$ cat src/rtl/serial_crc_receiver.sv
// Serial CRC-16 receiver: rebuilds an MSB-first payload, recomputes its CRC and checks the 16 trailing CRC bits.
// Optional saturating error counter, enabled by defining SERIAL_CRC_RX_ERR_COUNT_EN.
module serial_crc_receiver #(
    parameter int          DATA_WIDTH = 128,
    parameter logic [15:0] POLY       = 16'h1021,
    parameter logic [15:0] INIT       = 16'hFFFF,
    parameter logic [15:0] XOR_OUT    = 16'h0000
) (
    input  logic                  clk,
    input  logic                  rst,
    input  logic                  serial,
    input  logic                  enable,
    output logic [DATA_WIDTH-1:0] data_out,
    output logic [15:0]           crc_out,
    output logic                  valid,
    output logic                  crc_ok,
    output logic                  frame_err,
    output logic                  busy,
    output logic [7:0]            err_count
);
    // The counter must reach DATA_WIDTH-1 in DATA and 15 in CHECK.
    localparam int CW_MIN = $clog2(DATA_WIDTH + 1);
    localparam int CW     = (CW_MIN > 4) ? CW_MIN : 4;

    typedef enum logic [1:0] {IDLE, DATA, CHECK} state_t;

    state_t                state;
    logic [CW-1:0]         cnt;
    logic [15:0]           crc;
    logic [DATA_WIDTH-1:0] payload;
    logic [14:0]           rx_crc;
    logic [15:0]           rx_full;
    logic [15:0]           crc_final;
    logic [15:0]           crc_next;
    logic [DATA_WIDTH-1:0] payload_next;

    function automatic logic [15:0] crc_step(input logic [15:0] c, input logic b);
        logic fb;
        fb = c[15] ^ b;
        return {c[14:0], 1'b0} ^ (fb ? POLY : 16'h0000);
    endfunction

    assign crc_next     = crc_step(crc, serial);
    assign payload_next = (payload << 1) | DATA_WIDTH'(serial);
    assign rx_full      = {rx_crc, serial};
    assign crc_final    = crc ^ XOR_OUT;
    assign busy         = (state != IDLE);

    always_ff @(posedge clk or negedge rst) begin
        if (!rst) begin
            state     <= IDLE;
            cnt       <= '0;
            crc       <= INIT;
            payload   <= '0;
            rx_crc    <= '0;
            data_out  <= '0;
            crc_out   <= '0;
            valid     <= 1'b0;
            crc_ok    <= 1'b0;
            frame_err <= 1'b0;
        end else begin
            valid     <= 1'b0;
            frame_err <= 1'b0;
            case (state)
                IDLE: begin
                    if (enable) begin
                        payload <= payload_next;
                        crc     <= crc_next;
                        if (DATA_WIDTH == 1) begin
                            state <= CHECK;
                            cnt   <= '0;
                        end else begin
                            state <= DATA;
                            cnt   <= CW'(1);
                        end
                    end
                end
                DATA: begin
                    if (enable) begin
                        payload <= payload_next;
                        crc     <= crc_next;
                        if (cnt == CW'(DATA_WIDTH - 1)) begin
                            state <= CHECK;
                            cnt   <= '0;
                        end else begin
                            cnt <= cnt + CW'(1);
                        end
                    end else begin
                        state     <= IDLE;
                        cnt       <= '0;
                        crc       <= INIT;
                        frame_err <= 1'b1;
                    end
                end
                CHECK: begin
                    if (enable) begin
                        rx_crc <= rx_full[14:0];
                        if (cnt == CW'(15)) begin
                            data_out <= payload;
                            crc_out  <= crc_final;
                            crc_ok   <= (rx_full == crc_final);
                            valid    <= 1'b1;
                            crc      <= INIT;
                            cnt      <= '0;
                            state    <= IDLE;
                        end else begin
                            cnt <= cnt + CW'(1);
                        end
                    end else begin
                        state     <= IDLE;
                        cnt       <= '0;
                        crc       <= INIT;
                        frame_err <= 1'b1;
                    end
                end
                default: begin
                    state <= IDLE;
                    cnt   <= '0;
                    crc   <= INIT;
                end
            endcase
        end
    end

`ifdef SERIAL_CRC_RX_ERR_COUNT_EN
    // Counts bad-CRC frames and aborted frames; sticks at 8'hFF.
    always_ff @(posedge clk or negedge rst) begin
        if (!rst) begin
            err_count <= 8'h00;
        end else if (((valid && !crc_ok) || frame_err) && (err_count != 8'hFF)) begin
            err_count <= err_count + 8'd1;
        end
    end
`else
    assign err_count = 8'h00;
`endif

endmodule
$ cat config.mk
export PLATFORM = sky130hd
export DESIGN_NAME = serial_crc_receiver
export DESIGN_NICKNAME = d
export VERILOG_FILES = /design/src/rtl/serial_crc_receiver.sv
export SDC_FILE = /design/constraint.sdc
export NUM_CORES = 1
export LEC_CHECK = 0
export CORE_ASPECT_RATIO = 1.1
export CORE_MARGIN = 4
export CORE_UTILIZATION = 60
export CTS_CLUSTER_SIZE = 28
export DETAILED_ROUTE_END_ITERATION = 7
export GPL_TIMING_DRIVEN = 0
export PLACE_DENSITY = 0.95
export SYNTH_ARGS = -nofsm -noshare
export SYNTH_HDL_FRONTEND = slang
export SYNTH_SLANG_ARGS = --single-unit
$ cat constraint.sdc
create_clock -name clk -period 3.85 [get_ports clk]
set_input_delay 0.5775 -clock clk [delete_from_list [all_inputs] [get_ports clk]]
set_output_delay 0.5775 -clock clk [all_outputs]
set_load 0.01 [all_outputs]
== Word-level counts from Yosys, hierarchy flattened ==
Cells that the tools add are included.
Widths: inputs -> output; s select.

* Memories kept: 0
* Logic and storage cells: 54
* Memory bits (writable): 0
* Bits of input ports: 4
* Bits in read-only memories: 0
* Latch bits: 0
* Output and inout port bits: 156
* Register bits after elaboration: 316

* Div/mod/pow operators: 0
* Bitwise logic cells: 3
* Multipliers: 0
* $add $sub $neg: 1
* Reduce and logical (&&, ||, !) cells: 9
* Multiplexer cells: 23
* Eq/ne operators: 8
* Shifts and indexed selects: 0
* Magnitude comparators: 0

{| class="wikitable"
|+ Operator list
! kind !! number
|-
| $or 128x1->128 || 1
|-
| $mux 16 || 4
|-
| $pmux 16 s3 || 1
|-
| $mux 8 || 5
|-
| $pmux 8 s3 || 1
|-
| $eq 16x16->1 || 1
|-
| $xor 16x13->16 || 1
|-
| $mux 13 || 1
|-
| $mux 2 || 5
|-
| $add 8x1->8 const B || 1
|-
| $eq 8x4->1 const B || 1
|-
| $eq 8x7->1 const B || 1
|-
| $ne 3x3->1 const B || 2
|-
| $pmux 2 s3 || 1
|-
| $reduce_and 2->1 || 3
|-
| $reduce_and 3->1 || 2
|-
| $mux 1 || 5
|-
| $reduce_or 2->1 || 2
|-
| $eq 2x1->1 const B || 1
|-
| $eq 2x2->1 const B || 1
|-
| $logic_not 2->1 || 1
|-
| $ne 2x2->1 const B || 1
|-
| $reduce_bool 2->1 || 1
|-
| $xor 1x1->1 || 1
|}

== Logic depth before layout (Yosys ltp) ==
* Word-level depth: 5
* Mapped depth: 8
* Gate-level depth less buffers: 6

== Least setup slack after synthesis ==
OpenSTA, ideal clock, no wires.

* Kind: flip-flop to flip-flop
* Start: register cnt[0]
* End: register crc_out[0]
* Cell stages (with the launch flop): 8
* Path slack: 2.031 ns
* Clock period less this slack: 1.819 ns
* Data arrival time: 1.694 ns
* Library setup time: 0.125 ns
* Path through: dfrtp_1 > ha_1 > and3_1 > clkbuf_1 > nand4_2 > buf_6 > buf_6 > mux2_4

* Word-level cells in the longest chain between the ends: 2

{| class="wikitable"
|+ RTL lines
! what !! RTL line !! text
|-
| from (decl) || 28 || <nowiki>logic [CW-1:0] cnt;</nowiki>
|-
| from (signal assigned) || 86 || <nowiki>cnt <= cnt + CW'(1);</nowiki>
|-
| from (signal assigned) || 107 || <nowiki>cnt <= cnt + CW'(1);</nowiki>
|-
| $eq 8x4->1 || 98 || <nowiki>if (cnt == CW'(15)) begin</nowiki>
|-
| $reduce_and 3->1 (no source line) || - ||
|-
| to (signal assigned) || 100 || <nowiki>crc_out <= crc_final;</nowiki>
|-
| to (decl) || 14 || <nowiki>output logic [15:0] crc_out,</nowiki>
|}

Every way passes these cells.
A chain may end at the register's enable or synchronous reset.

== Final worst setup path ==
* Start: register state[0]
* End: output busy

* Word-level cells in the longest chain between the ends: 1

{| class="wikitable"
|+ RTL lines
! what !! RTL line !! text
|-
| from (decl) || 27 || <nowiki>state_t state;</nowiki>
|-
| from (signal assigned) || 51 || <nowiki>state <= IDLE;</nowiki>
|-
| from (signal assigned) || 70 || <nowiki>state <= CHECK;</nowiki>
|-
| from (signal assigned) || 73 || <nowiki>state <= DATA;</nowiki>
|-
| $reduce_bool 2->1 || 47 || <nowiki>assign busy = (state != IDLE);</nowiki>
|-
| to (decl) || 18 || <nowiki>output logic busy,</nowiki>
|}

Every way passes these cells.

==> impl_metrics.toml <==
[layout]
layout.nets = 1002
final_cells = 1302
area_growth_pct = 23.3
n_fill_cell = 1179
antenna_cells = 0
drive_gt1_share_pct = 38.9

[sta]
fmax_ghz = 0.397
hold_violations = 0
grt_setup_unrepaired = "false"
fin_tns_setup_ns = 0
tightest_slew_ns = 0.759
finalMaxSlewViolations = 0
finalCritPeriodShare_pct = 65.5
setup_viol = 0
post-route-min-period_ns = 2.52
fin_skew_ns = 0.0123
max_slew_margin_pct = 49.1
worst_slack_ns = 1.33

[synth]
synthTopCellsByArea = "dfrtp_1, mux2_4, mux2_2"
ys.flop_type = "dfrtp_1"
ys_ff_latch = 316
synth_top_cell_by_area = "dfrtp_1"
synth_cell_type_count = 37
postSynth.asyncResetShare_pct = 100
synth_commonest_cells = "dfrtp_1, mux2_2, mux2_4, o21ai_0, nand2_1"
yosysMostFrequentCell = "dfrtp_1"
synth_edf_count = 0
yosysTopAreaCellShare_pct = 58.2
synth_cells = 801
ys_seq_area_share_pct = 61.5
avgSynthCellArea_sq_um = 16.1
syn_area_sq_um = 12900
yosysWarnings = 0

[cts]
cts_setup_buffers = 0
cts_resized = 0
clock_latency_ns = 0.54
cts_root_buffer = "clkbuf_16"
numCtsBuffers = 31
htreeDepth = 1
cts_sinks = 316
clk_pin_slew_ns = 0.06
cts_buffer_depth = 3
postCtsHoldBufs = 0
cts_tree = "built"

[floorplan]
pin_count = 160
die_width_microns = 148
die_y_microns = 162
num_rows = 55
core_area_sq_um = 20900
start_util_pct = 61.8
dieArea_sq_um = 23900

[placed_design]
post-place-ws_ns = 1.38
gp_congestion = 0.851
port_buffers = 150
hpwl_microns = 17400
dp.cells = 1245

[worst_setup_path]
startpoint = "state[0]"
reg2reg_from = "state[0]"
crit_path_max_fanout = 6
timing.critical_path.mode_cell = "inv_1"
cpLargestDelayFamily = "buffers and inverters"
rrSetupSlack_ns = 1.41
crit_path_cell_trace = "inv_1, ha_1, inv_1, clkdlybuf4s50_1"
reg2regPathDepth = 6
cpMaxStageDelayCell = "clkdlybuf4s50_1"
cp.depth = 4
crit_path_end = "busy"
crit_buf_inv = 3
end_kind = "primary output"
r2r-end = "payload[34]"
arrival_ns = 1.94
startpoint_type = "register"
slowest_delay_ns = 0.55
critical_path_class = "register to primary output"
crit_required_ns = 3.27

[route]
drc = 0
drt-total-wl_microns = 26300
vias_per_cell = 5.50
avgRoutedWirePerCell_microns = 20.2
drt_iter0_drc = 370
dr.pass1.iters = 4
vias = 7157
ant_nets = 0

[grt]
grt_pass1_wl_microns = 43000
grt_usage_pct = 22.2
grt_pass1_vias = 7889
grt_max_degree = 128
globalRouteOverflowTotal = 0
antenna_found_initial = 0

[worst_hold_path]
hold_class = "input pin to asynchronous set/reset pin"

[power_and_ir_drop]
p_sw_mw = 2.21
power_switching_share_pct = 26.5
internal_power_mw = 6.13
p_per_area_nw_per_um2 = 525
seqPwrFrac_pct = 46.9
share_comb_of_total_power_pct = 15.7
power.leakage_nw = 8.04
ir_drop_mv = 0.407
pwr-share-clk_pct = 37.4

[outcome]
outcome = "finished, final reports clean"

[run]
maxCapViolations = 0
==> power groups by stage <==
stage	combinational [mW]	clock [mW]	sequential (mW)
after floorplan	0.984	0	3.86
after global placement	1.23	0	3.94
after detailed placement	1.30	0	3.96
after CTS	1.32	3.17	3.91
after global routing	1.44	3.32	3.94
final	1.31	3.12	3.91
==> final cells by class <==
type	count	area [sq um]	area share, %
flip-flops and latches	316	7930	49.9
plain buffers	50	350	2.20
well taps	285	357	2.24
clock inverters	14	198	1.24
inverters	4	15.0	0.0945
multi-input cells	438	4630	29.1
clock buffers	43	861	5.42
repair buffers	152	1560	9.82
==> registers in the layout, indices dropped and copies added (netlist names) <==
signal     count
data_out     128
payload      128
crc           16
crc_out       16
rx_crc        15
cnt            8
state          2
crc_ok         1
frame_err      1
valid          1
==> worst min-delay path by stage <==
stage / cells past startpoint / end
6_report: 1 / payload[120]
5_1_grt: 1 / payload[122]
4_1_cts: 1 / payload[120]
3_5_place_dp: 1 / data_out[71]
3_3_place_gp: 1 / data_out[71]
2_1_floorplan: 0 / cnt[0]
==> stage by stage <==
stage          total power, mW  area (sq um)  hold WS [ns]  util, %
3_3_place_gp              5.18         14800         0.477     70.9
6_report                  8.34         15900       0.00567     76.2
3_5_place_dp              5.27         14800         0.482     71.2
2_1_floorplan             4.85         12900         0.282        -
5_1_grt                   8.70         15900        0.0358     76.2
4_1_cts                   8.40         15900        0.0207     76.2
==> metal layers <==
metal  routed length (microns)  vias up  part of all wire, %  GRT usage (%)
met5                         0        -                    0              0
li1                          -     3196                    -              -
met4                       990        0                  3.8           8.47
met3                      1020       69                  3.9           3.21
met1                     10600     3701                   40           27.7
met2                     13700      191                   52           39.4
==> cell families (layout without fill, tap and decap cells) <==
logic type | after synthesis | in the layout | synth area share, %
compound gates | 55 | 55 | 2.69
xor+xnor | 19 | 19 | 1.29
fa+ha+maj | 5 | 5 | 0.485
buf+inv | 54 | 263 | 2.83
flops | 316 | 316 | 61.5
mux | 287 | 287 | 28.7
other cells | 1 | 8 | 0.0291
simple gates | 64 | 64 | 2.46
==> worst register-to-register path: cells and delay by family, from the launching register on <==
family          cells  cell delay, ns
flops               1            0.39
mux                 1            0.39
compound gates      1            0.29
buf+inv             3            0.98
fa+ha+maj           1            0.27
==> cells in the final DEF (no fill, tap or decap), types with 17 or more instances in the layout <==
master / count
o21ai_0: 21
dfrtp_1: 300
o31ai_1: 17
nor2_1: 18
clkbuf_16: 31
clkbuf_1: 19
clkdlybuf4s50_1: 149
mux2_2: 160
mux2_4: 126
nand2_1: 20
Note: power is estimated with default switching activity, not from simulation.
